$ cat src/rtl/tapdelay_line.sv
// rtl/tapdelay_line.sv - circular tap buffer streaming the last NUM_TAPS samples newest-first
module tapdelay_line #(
    parameter int DATA_W   = 16,
    parameter int NUM_TAPS = 17,
    parameter int PTR_W    = 5
) (
    input  logic              clk,
    input  logic              rst,
    input  logic              in_valid,
    input  logic [DATA_W-1:0] in_data,
    output logic              in_ready,
    output logic              out_valid,
    output logic [DATA_W-1:0] out_data,
    output logic [PTR_W-1:0]  out_tap,
    output logic              out_last,
    input  logic              out_ready,
    output logic [PTR_W:0]    fill_count
);

    typedef enum logic {IDLE, STREAM} state_t;

    localparam logic [PTR_W-1:0] LAST_TAP   = PTR_W'(NUM_TAPS - 1);
    localparam logic [PTR_W-1:0] TAPS_MOD   = PTR_W'(NUM_TAPS);
    localparam logic [PTR_W:0]   NUM_TAPS_W = (PTR_W + 1)'(NUM_TAPS);

    state_t             state_q, state_d;
    logic [PTR_W-1:0]   wr_ptr_q, wr_ptr_d;
    logic [PTR_W-1:0]   newest_q, newest_d;
    logic [PTR_W-1:0]   tap_q, tap_d;
    logic [PTR_W:0]     fill_q, fill_d;
    logic [DATA_W-1:0]  mem [NUM_TAPS];

    logic               wr_en;
    logic [PTR_W:0]     diff;
    logic [PTR_W-1:0]   rd_idx;

    assign wr_en = (state_q == IDLE) && in_valid;

    always_comb begin
        state_d  = state_q;
        wr_ptr_d = wr_ptr_q;
        newest_d = newest_q;
        tap_d    = tap_q;
        fill_d   = fill_q;
        case (state_q)
            IDLE: begin
                if (in_valid) begin
                    newest_d = wr_ptr_q;
                    wr_ptr_d = (wr_ptr_q == LAST_TAP) ? '0 : wr_ptr_q + 1'b1;
                    fill_d   = (fill_q == NUM_TAPS_W) ? fill_q : fill_q + 1'b1;
                    tap_d    = '0;
                    state_d  = STREAM;
                end
            end
            STREAM: begin
                if (out_ready) begin
                    if (tap_q == LAST_TAP) begin
                        tap_d   = '0;
                        state_d = IDLE;
                    end else begin
                        tap_d = tap_q + 1'b1;
                    end
                end
            end
            default: state_d = IDLE;
        endcase
    end

    always_ff @(posedge clk) begin
        if (rst) begin
            state_q  <= IDLE;
            wr_ptr_q <= '0;
            newest_q <= '0;
            tap_q    <= '0;
            fill_q   <= '0;
        end else begin
            state_q  <= state_d;
            wr_ptr_q <= wr_ptr_d;
            newest_q <= newest_d;
            tap_q    <= tap_d;
            fill_q   <= fill_d;
        end
    end

    // Memory is unreset; stale entries are hidden by the fill_count mask on the read side.
    always_ff @(posedge clk) begin
        if (wr_en && !rst) begin
            mem[wr_ptr_q] <= in_data;
        end
    end

    // Asynchronous read: the sample written at the accept edge is visible on beat 0 directly.
    assign diff   = {1'b0, newest_q} - {1'b0, tap_q};
    assign rd_idx = diff[PTR_W] ? (diff[PTR_W-1:0] + TAPS_MOD) : diff[PTR_W-1:0];

    assign in_ready   = (state_q == IDLE);
    assign out_valid  = (state_q == STREAM);
    assign out_tap    = tap_q;
    assign out_last   = (state_q == STREAM) && (tap_q == LAST_TAP);
    assign out_data   = ((state_q == STREAM) && ({1'b0, tap_q} < fill_q)) ? mem[rd_idx] : '0;
    assign fill_count = fill_q;

endmodule

$ cat config.mk
export PLATFORM = sky130hd
export DESIGN_NAME = tapdelay_line
export DESIGN_NICKNAME = d
export VERILOG_FILES = /design/src/rtl/tapdelay_line.sv
export SDC_FILE = /design/constraint.sdc
export NUM_CORES = 1
export LEC_CHECK = 0
export ABC_AREA = 1
export BUFFER_PORTS_ARGS = -buffer_cell sky130_fd_sc_hd__buf_2
export CELL_PAD_IN_SITES_DETAIL_PLACEMENT = 1
export CELL_PAD_IN_SITES_GLOBAL_PLACEMENT = 2
export CORE_AREA = 10 10 237 239
export CTS_CLUSTER_SIZE = 40
export DETAILED_ROUTE_END_ITERATION = 12
export DIE_AREA = 0 0 247 249
export GPL_ROUTABILITY_DRIVEN = 0
export GPL_TIMING_DRIVEN = 1
export MAX_ROUTING_LAYER = met4
export PLACE_DENSITY = 0.61
export SLEW_MARGIN = 15
export SYNTH_ARGS = -nofsm -noshare
export SYNTH_HDL_FRONTEND = slang
export SYNTH_SLANG_ARGS = --single-unit
$ cat constraint.sdc
create_clock -name clk -period 2.85 [get_ports clk]
set_input_delay 0.4275 -clock clk [delete_from_list [all_inputs] [get_ports clk]]
set_output_delay 0.4275 -clock clk [all_outputs]
set_load 0.05 [all_outputs]
==> metrics.csv, run 1 <==
stage,metric,value,unit
run_status,status,"finished, violations left",
run_status,failing checks,negative setup slack,
worst_hold_path,Hold Crit Class,in2reg,
layout,Post-Layout Cell Count,1960,
cts,Num CTS Buffers,36,
routing,WL/cell,22.2,um
global_route,initial antenna violation count,4,
synth,dominant synthesized flop cell,edfxtp_1,
critical_path,"Max FO, Critical Path",8,
layout,proportion of layout cells with a drive suffix above 1,30.3,%
global_route,largest net degree at the start of global routing,35,
timing,hold_ws,0.177,ns
die,Top Ports,50,
cts,H-tree depth,2,
timing,final worst slack,-0.631,ns
synth,YS warnings,0,
die,Die Wd,247,um
synth,post-synthesis cell area,0.0127,mm^2
synth,Synth cell types,35,
timing,RSZ-0062 raised after global routing,yes,
global_route,GR Overflow Total,0,
cts,clk sinks,294,
cts,deepest clock path buffer count,3,
placed_design,Placed Cells,1867,
routing,Via Count,9235,
global_route,vias in the first global route,9762,
global_route,met1 global-route usage,18.3,%
timing,Tcrit/Tclk final,122,%
synth,Post-synth EDFFs,272,
timing,Final Setup Violations,16,
cts,CTS tree,yes,
power,power density over the cells,756,mW/mm^2
die,die height,249,um
synth,Gate Count Post-Synth,1107,
timing,Final Hold Vio Count,0,
critical_path,critical path startpoint category,flop,
die,DIE AREA,0.0615,mm^2
global_route,met2 usage,22.7,%
power,Static Leak,0.00612,uW
cts,Post-CTS Hold Fix Bufs,0,
routing,Post-route DRC,0,
cts,Worst-path clk slew,0.05,ns
synth,Post-Syn Area per Cell,11.5,um^2
synth,Synth area leaders,"edfxtp_1, nand3_1, nand2_1",
routing,DR vias/cell,4.71,
synth,post-synth top area share,64.2,%
layout,final net count,1287,
routing,First DRT Iteration DRCs,578,
timing,pins over their slew limit,0,
timing,Period minus WS final,3.48,ns
global_route,first-pass GRT wire length,64200,um
layout,P&R area growth vs syn,34.4,%
layout,design area,0.0171,mm^2
synth,most common cell in the netlist,nand3_1,
synth,commonest cells in the netlist,"nand3_1, edfxtp_1, nand2_1",
synth,Yosys top cell by area,edfxtp_1,
placed_design,DP Wirelength,25800,um
die,Starting Density,24.8,%
timing,normalized max-slew margin,59.4,%
timing,Max Fclk,287,MHz
critical_path,Worst EP arrival,3.05,ns
critical_path,Setup CP Type,reg2out,
global_route,grt met3 use,2.50,%
synth,number of synthesized register bits,294,
placed_design,port buffer count,49,
power,total power,12900,uW
cts,root buf cell,clkbuf_16,
timing,Clock Skew,0.0267,ns
critical_path,Setup crit end kind,primary output,
placed_design,DP Area,0.0152,mm^2
routing,TritonRoute pass-1 iters,6,
die,Core Region,0.0512,mm^2
run,MaxCap Viol Count,0,
power,Peak VDD IR,362,uV
synth,Syn Nets,1146,
cts,Worst-Skew Late Latency,0.55,ns
global_route,global route hottest layer,met2,
global_route,Tot GR Track Use,14.3,%
die,FP Rows,83,
synth,sequential fraction of the synthesis area,67.7,%
synth,post-synthesis async set-or-reset flop share,0,%
timing,worst slew pin tran,0.603,ns
layout,Final Util,33.4,%
routing,WL final,43600,um
critical_path,Worst EP required,2.42,ns
routing,post-route ant nets,0,
worst max-delay path, stage by stage (launching register included):
cell,delay [ns]
dfxtp_2,0.32
inv_2,0.04
ha_4,0.15
fa_2,0.54
inv_2,0.05
ha_4,0.15
xor2_1,0.15
nand2_1,0.11
nand2_4,0.13
clkinv_8,0.11
buf_16,0.16
nand3_2,0.08
nand3_2,0.09
nand2_4,0.08
a21oi_4,0.19
buf_12,0.17
sequential cells by signal (all words and copies together), names as in the netlist:
name	count
mem	272
fill_count	6
wr_ptr_q	5
out_valid	1
newest_q	5
out_tap	5
routing by layer:
metal	up-vias	part of all wire, %
met5	-	0
met4	0	2.1
met3	58	4.0
met2	179	48
met1	4698	46
li1	4300	-
cells by family (layout without fill, tap and decap cells):
family | after synthesis | count (layout) | synth area share (%)
compound gates | 69 | 69 | 2.91
buf+inv | 116 | 284 | 4.58
simple gates | 600 | 601 | 22.0
other cells | 0 | 4 | 0
flops | 294 | 294 | 67.7
xor+xnor | 9 | 9 | 0.944
fa+ha+maj | 19 | 19 | 1.93
cell type report:
cell class | instances | area, um^2
repair buffers | 171 | 1900
inverters | 47 | 193
diodes | 4 | 10.0
clock inverters | 20 | 134
clock buffers | 46 | 970
fillers | 5506 | 34100
well taps | 680 | 851
flip-flops and latches | 294 | 8630
multi-input cells | 698 | 4410
placed cells by master (no fill, tap or decap), types with 19 or more instances in the layout:
master,synthesis,layout
buf_4,7,72
nand3_1,351,275
nor2_1,34,21
clkbuf_16,0,39
buf_2,49,33
nand3_2,1,72
o21ai_0,21,19
edfxtp_1,272,272
buf_12,0,40
nand2_1,184,164
inv_1,44,40
final timing paths:
check / from / to / slack [ns] / depth (start not counted)
setup / recovery: newest_q[0] / out_data[3] / -0.63 / 15
hold / removal: in_valid / out_valid / 0.18 / 3
setup reg to reg: out_valid / mem[2][5] / 0.73 / 6
hold reg to reg: fill_count[5] / fill_count[5] / 0.51 / 1
stage by stage:
stage	TNS, ns	setup WS, ns
floorplan	-14.24	-0.209
global placement	-3.48	-0.254
detailed placement	-3.77	-0.271
CTS	-10.05	-0.669
global route	-11.75	-0.768
finish	-9.54	-0.631
power breakdown:
group / total, uW / switching (uW) / internal [uW]
registers: 4750 / 15.6 / 4740
logic: 3830 / 2250 / 1580
clock network: 4350 / 1840 / 2510
what timing repair did:
item,CTS,global route
resized for setup,84,23
setup endpoints to repair,16,16
setup buffers,7,10
gates cloned,3,3
pin swaps,34,5
(Power assumes the default switching activity.)
==> run 2: changes to the inputs <==
--- a/config.mk
+++ b/config.mk
@@ -17,6 +17,7 @@
 export GPL_TIMING_DRIVEN = 1
 export MAX_ROUTING_LAYER = met4
 export PLACE_DENSITY = 0.61
+export RECOVER_POWER = 100
 export SLEW_MARGIN = 15
 export SYNTH_ARGS = -nofsm -noshare
 export SYNTH_HDL_FRONTEND = slang
==> run 2 against run 1 <==
Compared with the run above: the run still ends with negative setup slack left; non-clock buffer count stayed put; sequential cell count stayed put; setup slack better by 0.0046 ns; critical path type unchanged; critical endpoint is now out_data[6]; largest cell class unchanged; highest routed layer unchanged.
==> metrics.csv, run 2 (synthesized netlist as in run 1, its figures left out) <==
stage,metric,value,unit
power,Static Leak,0.00601,uW
critical_path,Max stage delay on crit path,0.54,ns
die,Starting Density,24.8,%
run_status,status,"finished, violations left",
global_route,Tot GR Track Use,14.3,%
critical_path,Worst EP arrival,3.05,ns
layout,"most common cell after layout, fill and taps aside",nand3_1,
cts,Num CTS Buffers,36,
layout,flip-flop count of the largest register after layout,272,
routing,Via Count,9266,
die,DIE AREA,0.0615,mm^2
routing,TritonRoute pass-1 iters,5,
critical_path,Crit. Startpoint,newest_q[0],
critical_path,Setup CP Type,reg2out,
layout,P&R area growth vs syn,33.7,%
die,FP Rows,83,
routing,post-route ant nets,0,
routing,WL/cell,22.2,um
global_route,largest net degree at the start of global routing,35,
placed_design,DP Area,0.0152,mm^2
die,Core Region,0.0512,mm^2
routing,WL final,43600,um
cts,clk sinks,294,
layout,final net count,1287,
global_route,vias in the first global route,9762,
layout,most frequent cells in the layout,"nand3_1, edfxtp_1, nand2_1",
cts,CTS tree,yes,
critical_path,Worst EP required,2.42,ns
critical_path,Critical-path top delay cell,fa_2,
layout,design area,0.0170,mm^2
critical_path,worst-path cell chain,inv_2 -> ha_4 -> fa_2 -> inv_2 -> ha_4 -> xor2_1 -> nand2_1 -> nand2_4 -> buf_8 -> nand3_1 -> nand3_2 -> nand2_2 -> a21oi_4 -> buf_12,
placed_design,DP Wirelength,25800,um
global_route,GR Overflow Total,0,
critical_path,critical path startpoint category,flop,
die,die height,249,um
routing,First DRT Iteration DRCs,565,
worst_hold_path,Hold Crit Class,in2reg,
power,Peak VDD IR,363,uV
critical_path,crit path buf inv count,4,
timing,normalized max-slew margin,40.7,%
placed_design,port buffer count,49,
layout,Reg with most FFs,mem,
timing,RSZ-0062 raised after global routing,yes,
timing,worst slew pin tran,0.889,ns
timing,Clock Skew,0.0279,ns
worst_hold_path,Hold Path Origin,in_valid,
routing,DR vias/cell,4.73,
critical_path,"Max FO, Critical Path",11,
timing,pins over their slew limit,0,
timing,Setup TNS,-9.52,ns
power,power density over the cells,761,mW/mm^2
cts,Worst-Skew Late Latency,0.55,ns
cts,root buf cell,clkbuf_16,
die,Die Wd,247,um
layout,proportion of layout cells with a drive suffix above 1,27.6,%
critical_path,Setup crit end kind,primary output,
global_route,initial antenna violation count,4,
run,MaxCap Viol Count,0,
critical_path,critical path's top delay family,adder cells,
timing,Final Hold Vio Count,0,
timing,Max Fclk,288,MHz
die,Top Ports,50,
timing,Tcrit/Tclk final,122,%
cts,Worst-path clk slew,0.05,ns
timing,Period minus WS final,3.48,ns
cts,deepest clock path buffer count,3,
global_route,first-pass GRT wire length,64200,um
run_status,failing checks,negative setup slack,
critical_path,reg2reg start,out_valid,
routing,Post-route DRC,0,
timing,final worst slack,-0.626,ns
cts,H-tree depth,2,
timing,Final Setup Violations,16,
run 2: cell count changes in the layout (fill, tap and decap cells not counted):
| cell | change |
|---|---|
| nor3_2 | -4 |
| buf_2 | -30 |
| nor3_1 | +4 |
| clkbuf_2 | +17 |
| buf_4 | -17 |
| clkbuf_1 | +30 |
run 2: final timing paths:
| kind | endpoint | depth (start not counted) | slack (ns) |
|---|---|---|---|
| worst max-delay path | out_data[6] | 14 | -0.63 |
| worst min-delay path | out_valid | 3 | 0.18 |
| worst max register to register | mem[9][2] | 6 | 0.43 |
| worst min register to register | fill_count[5] | 1 | 0.51 |
run 2: per-layer routing:
layer	global-route usage, %	routed length [um]	up-vias	share of wire, %
met5	-	0	-	0
met4	3.97	852	0	2.0
met3	2.50	1870	54	4.3
met2	22.7	20800	196	48
met1	18.3	20100	4715	46
li1	-	-	4301	-
run 2: final cells by class:
class,count,area [um^2]
Clock inverter,20,134
Tap cell,680,851
Clock buffer,46,970
Fill cell,5533,34200
Sequential cell,294,8630
Multi-Input combinational cell,698,4390
Antenna cell,4,10.0
Inverter,47,193
Timing Repair Buffer,171,1820
run 2: where the power goes:
part           internal (uW)  leakage, uW  total (uW)  switching, uW
Combinational           1580      0.00285        3830           2250
Sequential              4740      0.00263        4760           15.6
Clock                   2510     0.000532        4350           1840
Total                   8830      0.00601       12900           4100
run 2: worst reg2reg max path, cell delays in order, from the launching register on:
cell      delay, ns
dfxtp_1        0.33
inv_1          0.13
nand2_1        0.25
nor2_1         0.28
nand2_1        0.23
nor2_2         0.13
clkbuf_2       0.67
run 2: repair_timing:
| action | 4_1_cts | 5_1_grt |
|---|---|---|
| setup buffers | 7 | 10 |
| hold buffers | 0 | 0 |
| endpoints found under the setup margin | 16 | 16 |
| pin swaps | 34 | 5 |
| resized for setup | 84 | 23 |
| gates cloned | 3 | 3 |
run 2: through the flow:
stage | hold slack (ns) | total power (uW) | instances | utilization (%) | setup slack, ns
global placement | 0.498 | 8140 | 1867 | 29.8 | -0.254
global route | 0.216 | 13500 | 1960 | 33.2 | -0.768
finish | 0.176 | 12900 | 1960 | 33.2 | -0.626
CTS | 0.151 | 12900 | 1943 | 32.9 | -0.669
detailed placement | 0.496 | 8150 | 1867 | 29.8 | -0.271
floorplan | 0.462 | 6880 | 1107 | - | -0.209
